[src/rtl/pic_pkg.sv]
// Shared definitions for the interrupt sequencer: FSM state codes,
// command word indices, OCW2 command codes and a priority-encode helper.
package pic_pkg;

  // FSM state codes
  localparam logic [2:0] ST_UNINIT = 3'd0;
  localparam logic [2:0] ST_IDLE   = 3'd1;
  localparam logic [2:0] ST_PEND   = 3'd2;
  localparam logic [2:0] ST_ACK1   = 3'd3;
  localparam logic [2:0] ST_ACK2   = 3'd4;

  // cfg_nr encodings when cfg_type = 1 (ICW)
  localparam logic [1:0] ICW1_NR = 2'd0;
  localparam logic [1:0] ICW2_NR = 2'd1;
  localparam logic [1:0] ICW3_NR = 2'd2;
  localparam logic [1:0] ICW4_NR = 2'd3;

  // cfg_nr encodings when cfg_type = 0 (OCW)
  localparam logic [1:0] OCW1_NR = 2'd0;
  localparam logic [1:0] OCW2_NR = 2'd1;
  localparam logic [1:0] OCW3_NR = 2'd2;

  // OCW2 bits [7:5]
  localparam logic [2:0] OCW2_NS_EOI = 3'b001;
  localparam logic [2:0] OCW2_SP_EOI = 3'b011;

  // Index of the lowest set bit (highest priority); 7 when nothing is set.
  function automatic logic [2:0] lowest_set(input logic [7:0] v);
    logic [2:0] idx;
    idx = 3'd7;
    for (int i = 7; i >= 0; i--) begin
      if (v[i]) idx = i[2:0];
    end
    return idx;
  endfunction

endpackage

[src/rtl/pic_priority_resolver.sv]
// Combinational priority resolver.
// Ports:
//   irr, imr, isr  in   8  request, mask and in-service registers
//   winner_valid   out  1  an unmasked request may interrupt the CPU now
//   winner         out  3  index of the highest-priority unmasked request
module pic_priority_resolver
  import pic_pkg::*;
(
  input  logic [7:0] irr,
  input  logic [7:0] imr,
  input  logic [7:0] isr,
  output logic       winner_valid,
  output logic [2:0] winner
);

  logic [7:0] w_req;
  logic [2:0] w_isr_top;

  assign w_req = irr & ~imr;

  always_comb begin
    winner    = lowest_set(w_req);
    w_isr_top = lowest_set(isr);
    // A request only nests over an in-service level of strictly lower priority.
    winner_valid = (|w_req) && ((isr == 8'h00) || (winner < w_isr_top));
  end

endmodule

[src/rtl/pic_int_sequencer.sv]
// 8-input interrupt controller core: request capture, priority resolution,
// two-pulse INTA acknowledge sequence and vector generation.
// Ports:
//   clk, rst_n                 clock, async active-low reset
//   ir[7:0]                    request lines, IR0 highest priority
//   inta_n                     async acknowledge strobe from the CPU
//   cfg_valid/type/nr/data     decoded command word (ICW/OCW) strobe
//   int_out                    interrupt request to the CPU
//   vec_data, vec_oe           vector byte and its bus drive enable
//   irr_out, isr_out, imr_out  live register read-back
module pic_int_sequencer
  import pic_pkg::*;
#(
  parameter int INTA_SYNC = 2
) (
  input  logic       clk,
  input  logic       rst_n,
  input  logic [7:0] ir,
  input  logic       inta_n,
  input  logic       cfg_valid,
  input  logic       cfg_type,
  input  logic [1:0] cfg_nr,
  input  logic [7:0] cfg_data,
  output logic       int_out,
  output logic [7:0] vec_data,
  output logic       vec_oe,
  output logic [7:0] irr_out,
  output logic [7:0] isr_out,
  output logic [7:0] imr_out
);

  logic [INTA_SYNC-1:0] r_inta_sync;
  logic       r_inta_prev;
  logic [7:0] r_ir_prev;
  logic [2:0] r_state;
  logic [7:0] r_irr, r_isr, r_imr;
  logic [4:0] r_base;
  logic       r_ltim, r_aeoi;
  logic [2:0] r_level, r_pend_level;
  logic       r_int_out, r_vec_oe;
  logic [7:0] r_vec_data;

  logic       w_inta_s, w_inta_fall, w_inta_rise;
  logic       w_icw1, w_icw2, w_icw4, w_ocw1, w_ocw2;
  logic       w_winner_valid;
  logic [2:0] w_winner;
  logic [7:0] w_irr_in, w_irr_clr, w_isr_set, w_isr_clr;
  logic [2:0] w_state_nxt, w_level_nxt, w_pend_nxt;
  logic       w_int_nxt, w_vec_oe_nxt;
  logic [7:0] w_vec_data_nxt;

  assign w_inta_s    = r_inta_sync[INTA_SYNC-1];
  assign w_inta_fall = r_inta_prev & ~w_inta_s;
  assign w_inta_rise = ~r_inta_prev & w_inta_s;

  // Edge mode accumulates rising edges; level mode follows the pin directly.
  assign w_irr_in = r_ltim ? ir : (r_irr | (ir & ~r_ir_prev));

  pic_priority_resolver u_resolver (
    .irr          (r_irr),
    .imr          (r_imr),
    .isr          (r_isr),
    .winner_valid (w_winner_valid),
    .winner       (w_winner)
  );

  // Command word decode.
  // NOTE: every signal written in always_comb gets a default first; a path
  // that leaves one unassigned would infer a latch.
  always_comb begin
    w_icw1 = 1'b0;
    w_icw2 = 1'b0;
    w_icw4 = 1'b0;
    w_ocw1 = 1'b0;
    w_ocw2 = 1'b0;
    if (cfg_valid) begin
      if (cfg_type) begin
        case (cfg_nr)
          ICW1_NR: w_icw1 = 1'b1;
          ICW2_NR: w_icw2 = 1'b1;
          ICW3_NR: ;  // no cascade: ICW3 is accepted and dropped
          ICW4_NR: w_icw4 = 1'b1;
        endcase
      end else begin
        case (cfg_nr)
          OCW1_NR: w_ocw1 = 1'b1;
          OCW2_NR: w_ocw2 = 1'b1;
          OCW3_NR: ;  // read-back is always live, select has no effect
          default: ;
        endcase
      end
    end
  end

  // Acknowledge sequencer and ISR/IRR update terms.
  always_comb begin
    w_state_nxt    = r_state;
    w_int_nxt      = r_int_out;
    w_vec_oe_nxt   = r_vec_oe;
    w_vec_data_nxt = r_vec_data;
    w_level_nxt    = r_level;
    w_pend_nxt     = r_pend_level;
    w_isr_set      = 8'h00;
    w_isr_clr      = 8'h00;
    w_irr_clr      = 8'h00;

    if (w_ocw2) begin
      if (cfg_data[7:5] == OCW2_NS_EOI && r_isr != 8'h00)
        w_isr_clr[lowest_set(r_isr)] = 1'b1;
      else if (cfg_data[7:5] == OCW2_SP_EOI)
        w_isr_clr[cfg_data[2:0]] = 1'b1;
    end

    case (r_state)
      ST_UNINIT: if (w_icw2) w_state_nxt = ST_IDLE;
      ST_IDLE: begin
        if (w_winner_valid) begin
          w_state_nxt = ST_PEND;
          w_int_nxt   = 1'b1;
          w_pend_nxt  = w_winner;
        end
      end
      ST_PEND: begin
        if (w_inta_fall) begin
          w_state_nxt = ST_ACK1;
          if (w_winner_valid) begin
            w_level_nxt           = w_winner;
            w_isr_set[w_winner]   = 1'b1;
            w_irr_clr[w_winner]   = 1'b1;
          end else begin
            w_level_nxt = 3'd7;  // spurious: request vanished before INTA
          end
        end else if (r_imr[r_pend_level]) begin
          w_state_nxt = ST_IDLE;
          w_int_nxt   = 1'b0;
        end
      end
      ST_ACK1: begin
        if (w_inta_fall) begin
          w_state_nxt    = ST_ACK2;
          w_vec_oe_nxt   = 1'b1;
          w_vec_data_nxt = {r_base, r_level};
        end
      end
      ST_ACK2: begin
        if (w_inta_rise) begin
          w_state_nxt  = ST_IDLE;
          w_vec_oe_nxt = 1'b0;
          w_int_nxt    = 1'b0;
          if (r_aeoi) w_isr_clr[r_level] = 1'b1;
        end
      end
      default: w_state_nxt = ST_UNINIT;
    endcase

    if (w_icw1) begin
      w_state_nxt  = ST_UNINIT;
      w_int_nxt    = 1'b0;
      w_vec_oe_nxt = 1'b0;
    end
  end

  // NOTE: sequential state uses non-blocking assignments only, so every flop
  // samples pre-edge values regardless of statement order.
  always_ff @(posedge clk or negedge rst_n) begin
    if (!rst_n) begin
      r_inta_sync  <= '1;
      r_inta_prev  <= 1'b1;
      r_ir_prev    <= 8'h00;
      r_state      <= ST_UNINIT;
      r_irr        <= 8'h00;
      r_isr        <= 8'h00;
      r_imr        <= 8'h00;
      r_base       <= 5'd0;
      r_ltim       <= 1'b0;
      r_aeoi       <= 1'b0;
      r_level      <= 3'd0;
      r_pend_level <= 3'd0;
      r_int_out    <= 1'b0;
      r_vec_oe     <= 1'b0;
      r_vec_data   <= 8'h00;
    end else begin
      r_inta_sync  <= {r_inta_sync[INTA_SYNC-2:0], inta_n};
      r_inta_prev  <= w_inta_s;
      r_ir_prev    <= ir;
      r_state      <= w_state_nxt;
      r_level      <= w_level_nxt;
      r_pend_level <= w_pend_nxt;
      r_int_out    <= w_int_nxt;
      r_vec_oe     <= w_vec_oe_nxt;
      r_vec_data   <= w_vec_data_nxt;
      if (w_icw1) begin
        r_irr  <= 8'h00;
        r_isr  <= 8'h00;
        r_imr  <= 8'h00;
        r_ltim <= cfg_data[3];
      end else begin
        r_irr <= w_irr_in & ~w_irr_clr;
        // The ACK1 set is OR-ed last so it wins over a coincident EOI.
        r_isr <= (r_isr & ~w_isr_clr) | w_isr_set;
        if (w_ocw1) r_imr <= cfg_data;
      end
      if (w_icw2) r_base <= cfg_data[7:3];
      if (w_icw4) r_aeoi <= cfg_data[1];
    end
  end

  assign int_out  = r_int_out;
  assign vec_oe   = r_vec_oe;
  assign vec_data = r_vec_data;
  assign irr_out  = r_irr;
  assign isr_out  = r_isr;
  assign imr_out  = r_imr;

endmodule

[config.mk]
export PLATFORM = sky130hd
export DESIGN_NAME = pic_int_sequencer
export DESIGN_NICKNAME = d
export VERILOG_FILES = /design/src/rtl/pic_pkg.sv /design/src/rtl/pic_priority_resolver.sv /design/src/rtl/pic_int_sequencer.sv
export SDC_FILE = /design/constraint.sdc
export NUM_CORES = 1
export LEC_CHECK = 0
export CAP_MARGIN = 10
export CORE_MARGIN = 3
export CORE_UTILIZATION = 43
export DETAILED_ROUTE_END_ITERATION = 8
export GPL_TIMING_DRIVEN = 1
export PLACE_DENSITY = 0.67
export SETUP_SLACK_MARGIN = 0.1
export SKIP_CTS_REPAIR_TIMING = 1
export SLEW_MARGIN = 5
export SYNTH_ARGS = -nofsm -noshare
export SYNTH_HDL_FRONTEND = slang
export SYNTH_HIERARCHICAL = 1
export SYNTH_SLANG_ARGS = --single-unit
export TNS_END_PERCENT = 1
[constraint.sdc]
create_clock -name clk -period 4.2 [get_ports clk]
set_input_delay 0.63 -clock clk [delete_from_list [all_inputs] [get_ports clk]]
set_output_delay 0.63 -clock clk [all_outputs]
set_load 0.05 [all_outputs]
======== After elaboration in Yosys (flattened, before gate mapping) ========
Cells that the tools add are included.
cells by class
  $lt $le $gt $ge ......................... 10
  multiplexer cells ....................... 71
  eq/ne operators ......................... 15
  reduce and logical (&&, ||, !) cells .... 21
  bitwise gates (word level) .............. 15
operator list
  operator                                                     number
  2-to-1 mux 8 bit                                             14
  2-to-1 mux 3 bit                                             20
  AND 8 bit                                                    4
  NOT 8 bit                                                    4
  2-to-1 mux 1 bit                                             27
  OR 8 bit                                                     3
  less-than comparator 3 x 4 -> 1 bit (second input constant)  5
  inequality test 3 bit (second input constant)                5
  case mux 3 bit (5 select lines)                              1
  demux 1 bit (select 3 bit)                                   4
  >= comparator 3 x 1 -> 1 bit (second input constant)         4
  AND reduction 5 bit                                          2
  equality test 3 x 2 -> 1 bit (second input constant)         3
  logical NOT 8 bit                                            1
  nonzero test 8 bit                                           1
  OR reduction 8 bit                                           1
  equality test 3 x 1 -> 1 bit (second input constant)         2
  logical AND 1 bit                                            6
  AND reduction 2 bit                                          3
  2-to-1 mux 2 bit                                             2
  inequality test 4 bit (second input constant)                1
  nonzero test 4 bit                                           1
  binary-select mux 1 bit (select 3 bit)                       1
  equality test 3 bit (second input constant)                  1
  14 further kinds                                             16
word-level totals
  output and inout bits ................... 34
  input bits .............................. 23
  flip-flop bits (word level) ............. 61

======== Logic depth before layout (Yosys ltp) ========
  depth after elaboration ................. 23
  depth in mapped cells ................... 13
  gate-level depth less buffers ........... 13

======== By module ========
The synthesis kept the hierarchy.
by module, submodules not included
  module                 seq. area each (sq um)  area each (sq um)  times used  cells each
  pic_int_sequencer      1530.2                  2972.9             1           284
  pic_priority_resolver  0.0                     250.2              1           37

======== Least setup slack after synthesis ========
Ideal clock, no wire load.
  path kind ............................... reg2reg
  from .................................... register r_isr[1], in the netlist isr_out[1]
  to ...................................... register r_state[0]
  period minus slack after synthesis ...... 3.282 ns
  arrival time ............................ 3.215 ns
  buffers on the path ..................... 0
  setup slack ............................. 0.918 ns
  required time ........................... 4.133 ns
  cell stages (with the launch flop) ...... 11
  cells stage by stage .................... dfrtp_1 -> or4_4 -> ha_1 -> a2111oi_0 -> a21oi_1 -> nor3_2 -> a211oi_1 -> o21a_1 -> a211o_1 -> a2111oi_2 -> a32o_1
between the ends
  cells in the longest elaborated chain, start to end .. 7
ends and longest elaborated chain
  item                                               RTL line                     text
  from (decl)                                        pic_int_sequencer.sv:36      logic [7:0] r_irr, r_isr, r_imr;
  from (signal assigned)                             pic_int_sequencer.sv:200     r_isr <= (r_isr & ~w_isr_clr) | w_isr_set;
  2-to-1 mux 3 bit (2 in series)                     n/a
  less-than comparator 3 bit                         pic_priority_resolver.sv:25  winner_valid = (|w_req) && ((isr == 8'h00) || (winner < w_isr_top));
  logical OR 1 bit *                                 pic_priority_resolver.sv:25
  logical AND 1 bit *                                pic_priority_resolver.sv:25
  net w_winner_valid                                 pic_int_sequencer.sv:45      logic w_winner_valid;
  inequality test 3 x 2 -> 1 bit (no source line) *  n/a
  AND reduction 5 bit (no source line) *             n/a
  to (signal assigned)                               pic_int_sequencer.sv:186     r_state <= w_state_nxt;
  to (decl)                                          pic_int_sequencer.sv:35      logic [2:0] r_state;
The timed path passes the listed nets; every way through them passes the cells marked *.
A chain may end at the register's enable or synchronous reset.

======== Final worst setup path ========
Ends and elaborated chain as after synthesis.

==> qor.csv <==
stage;metric;value;unit
logic_synthesis;synth_xor_area_frac;0;
power;clock_power_share;0.168;
logic_synthesis;synth_flop_cell;dfrtp_1;
sta;hold_viol;0;
floorplanning;fp.dieArea;0.00857;mm2
sta;slew_viol_final;0;
critical_path;crit_slowest_cell;or4_4;
floorplanning;design.core.area;0.00702;mm2
logic_synthesis;synth_warnings;6;
logic_synthesis;synth_mux_area_frac;0.0796;
sta;tns;0;ns
floorplanning;initial_core_util;0.459;
place;portBuffers;56;
logic_synthesis;syn-mean-instance-area;10.0;um2
final_layout;post-route-util;0.575;
logic_synthesis;synth_fa_ha_area_frac;0.00776;
final_layout;fin_nets;405;
floorplanning;row_count;30;
critical_path;crit_path_start_kind;flip-flop;
logic_synthesis;synthSimpleGateAreaFrac;0.242;
power;swShare;0.450;
place;place_hpwl;6650;um
drt;drt_drc_violations_left;0;
drt;ant_nets;0;
worst_hold_path;hp-class;flip-flop to flip-flop;
sta;worstMarginPinSlew;0.892;ns
logic_synthesis;synth_nets;346;
place;gp_congestion;0.852;
cts;clk_root_buffer_cell;clkbuf_8;
sta;slew_headroom;0.406;
global_routing;grt_max_degree;40;
power;p_switching;1.21;mW
logic_synthesis;synth-seq-area-share;0.475;
logic_synthesis;synth_edf_count;0;
status;outcome;finished, final reports clean;
sta;post-route-period-util;0.822;
global_routing;grtUsageTotal;0.220;
cts;clk_latency;0.35;ns
drt;dr.first_iter.drc_count;218;
sta;max_freq;290;MHz
critical_path;critPathMaxStageDelay;0.58;ns
power;internal_power;1.48;mW
logic_synthesis;async_reset_ff_frac;1.00;
global_routing;first_global_vias;2670;
power;ir_drop;0.000427;V
floorplanning;die_y;92.6;um
power;p_seq_frac;0.348;
logic_synthesis;synth_cells;321;
cts;numCtsBuffers;9;
global_routing;grt_pass1_wl;14400;um
drt;wl;8940;um
cts;clkTransAtPathRegs;0.07;ns
critical_path;arrival;3.73;ns
critical_path;critPathCaptureType;flip-flop;
drt;first_pass_iters;6;
logic_synthesis;synth_top_family_by_area;simple AND/OR/NAND/NOR gates;
sta;setup_viol_count_final;0;
floorplanning;dieWidth;92.6;um
final_layout;antenna_cells;0;
sta;rsz0062_at_grt;no;
logic_synthesis;netlist_area;0.00322;mm2
cts;cts_tree;done;
final_layout;drive_gt1_frac;0.132;
critical_path;path_max_fanout;12;
cts;htree_levels;3;
logic_synthesis;ys_types;66;
power;powerDensity;667;mW/mm2
power;p_comb_frac;0.483;
cts;clockBufferDepth;2;
critical_path;required;4.48;ns
drt;vias_per_cell;5.80;
logic_synthesis;synth_compound_area_frac;0.172;
critical_path;cp_cell_sequence;or4_4 > ha_1 > a2111oi_0 > a21oi_1 > nor3_2 > a211oi_1 > o21a_1 > a211o_1 > a2111oi_2 > a32o_1;
sta;skew;0.00841;ns
floorplanning;ios;57;
final_layout;area_growth;25.1;%
global_routing;antenna_found_initial;0;
drt;wl_per_cell;18.6;um
run;drv_cap;0;
drt;vias;2791;
final_layout;nFillCells;659;
critical_path;critPathKind;flip-flop to flip-flop;
global_routing;grt_overflow;0;
sta;period_minus_slack;3.45;ns
logic_synthesis;yosys_register_bits;61;
power;p_leak;1.64;nW
cts;clkSinkCount;61;
[worst paths after layout]
path | slack, ns | startpoint | cells past startpoint | to
worst max-delay path | 0.75 | isr_out[1]$_DFF_PN0_ | 10 | r_state[0]$_DFFE_PN0P_
worst min-delay path | 0.36 | r_inta_sync[0]$_DFF_PN1_ | 0 | r_inta_sync[1]$_DFF_PN1_
worst max register to register | 0.75 | isr_out[1]$_DFF_PN0_ | 10 | r_state[0]$_DFFE_PN0P_
worst min register to register | 0.36 | r_inta_sync[0]$_DFF_PN1_ | 0 | r_inta_sync[1]$_DFF_PN1_
max in group asynchronous | 2.95 | rst_n | 2 | r_ir_prev[4]$_DFF_PN0_
min in group asynchronous | 0.40 | rst_n | 1 | imr_out[3]$_DFFE_PN0P_
[power groups by stage]
stage          registers, mW  clock network, mW  logic [mW]
2_1_floorplan           1.21                  0       0.627
3_3_place_gp           0.933                  0        1.28
3_5_place_dp           0.943                  0        1.30
4_1_cts                0.933              0.474        1.30
5_1_grt                0.965              0.492        1.40
6_report               0.937              0.453        1.30
[cell type report]
class | count | area [um2] | area share
multi-input combinational | 241 | 1610 | 0.400
sequential | 61 | 1530 | 0.379
timing repair buffer | 57 | 563 | 0.140
clock buffer | 10 | 128 | 0.0316
tap | 96 | 120 | 0.0298
clock inverter | 6 | 40.0 | 0.00993
inverter | 10 | 37.5 | 0.00931
[flip-flops by register name, indices dropped and copies added, names as in the netlist, 2 cells and up]
signal        count
r_inta_sync       2
imr_out           8
r_ir_prev         8
r_level           3
r_pend_level      3
r_state           3
r_base            5
irr_out           8
vec_data          8
isr_out           8
[layout by cell type (no fill, tap or decap), types with 3 or more instances in the layout]
master,instances
nand2b_1,6
o31a_1,3
nand4b_1,3
o31ai_1,5
o21ai_0,21
nor4_1,4
a211oi_1,3
clkinv_2,3
a21boi_0,3
nand2_1,35
nand3_1,10
nor2b_1,13
o21ai_1,4
a21oi_1,11
o21a_1,4
dfstp_2,3
a31oi_1,4
dfrtp_1,58
clkdlybuf4s50_1,55
nor2_1,21
nand4_1,4
mux2_2,17
clkbuf_8,9
nor3_1,7
and3_1,5
inv_1,8
a22o_1,6
[routing by layer]
metal,track usage,vias up,share of wire
met5,0,-,0
met4,0.0817,0,0.020
met3,0.0552,14,0.066
met2,0.335,106,0.47
met1,0.304,1359,0.45
li1,-,1312,-
[cell families (layout without fill, tap and decap cells)]
group / Yosys count / in the layout
compound gates: 81 / 81
simple gates: 137 / 137
mux: 21 / 21
buf+inv: 19 / 83
fa+ha+maj: 2 / 2
flops: 61 / 61
[critical path, delay by kind of cell, from the launching register on]
family	cells	cell delay, ns
flops	1	0.52
fa+ha+maj	1	0.33
simple gates	2	0.94
compound gates	7	1.60
[metrics by stage]
step	area, um2	std cells	power [mW]	hold slack, ns	setup WS [ns]
finish	4030	481	2.69	0.363	0.746
CTS	4030	481	2.71	0.360	0.799
global route	4030	481	2.86	0.364	0.499
global placement	3860	465	2.22	0.346	0.947
detailed placement	3860	465	2.24	0.361	0.817
floorplan	3220	321	1.83	0.334	0.918
[Yosys cell counts (3+ instances only)]
cell type	n	share of area
dfrtp_1	58	0.45
nand2_1	35	0.041
nor2_1	21	0.024
o21ai_0	21	0.033
mux2_2	17	0.059
nor2b_1	13	0.025
a21oi_1	11	0.017
nand3_1	10	0.016
inv_1	8	0.0093
nor3_1	7	0.011
a22o_1	6	0.016
buf_2	6	0.0093
nand2b_1	6	0.012
and3_1	5	0.0097
o31ai_1	5	0.012
a31oi_1	4	0.0078
nand4_1	4	0.0078
nor4_1	4	0.0078
o21a_1	4	0.0093
o21ai_1	4	0.0062
a211oi_1	3	0.0070
a21boi_0	3	0.0070
clkbuf_1	3	0.0035
dfstp_2	3	0.024
nand4b_1	3	0.0082
o31a_1	3	0.0082
Note: power is estimated with default switching activity, not from simulation.
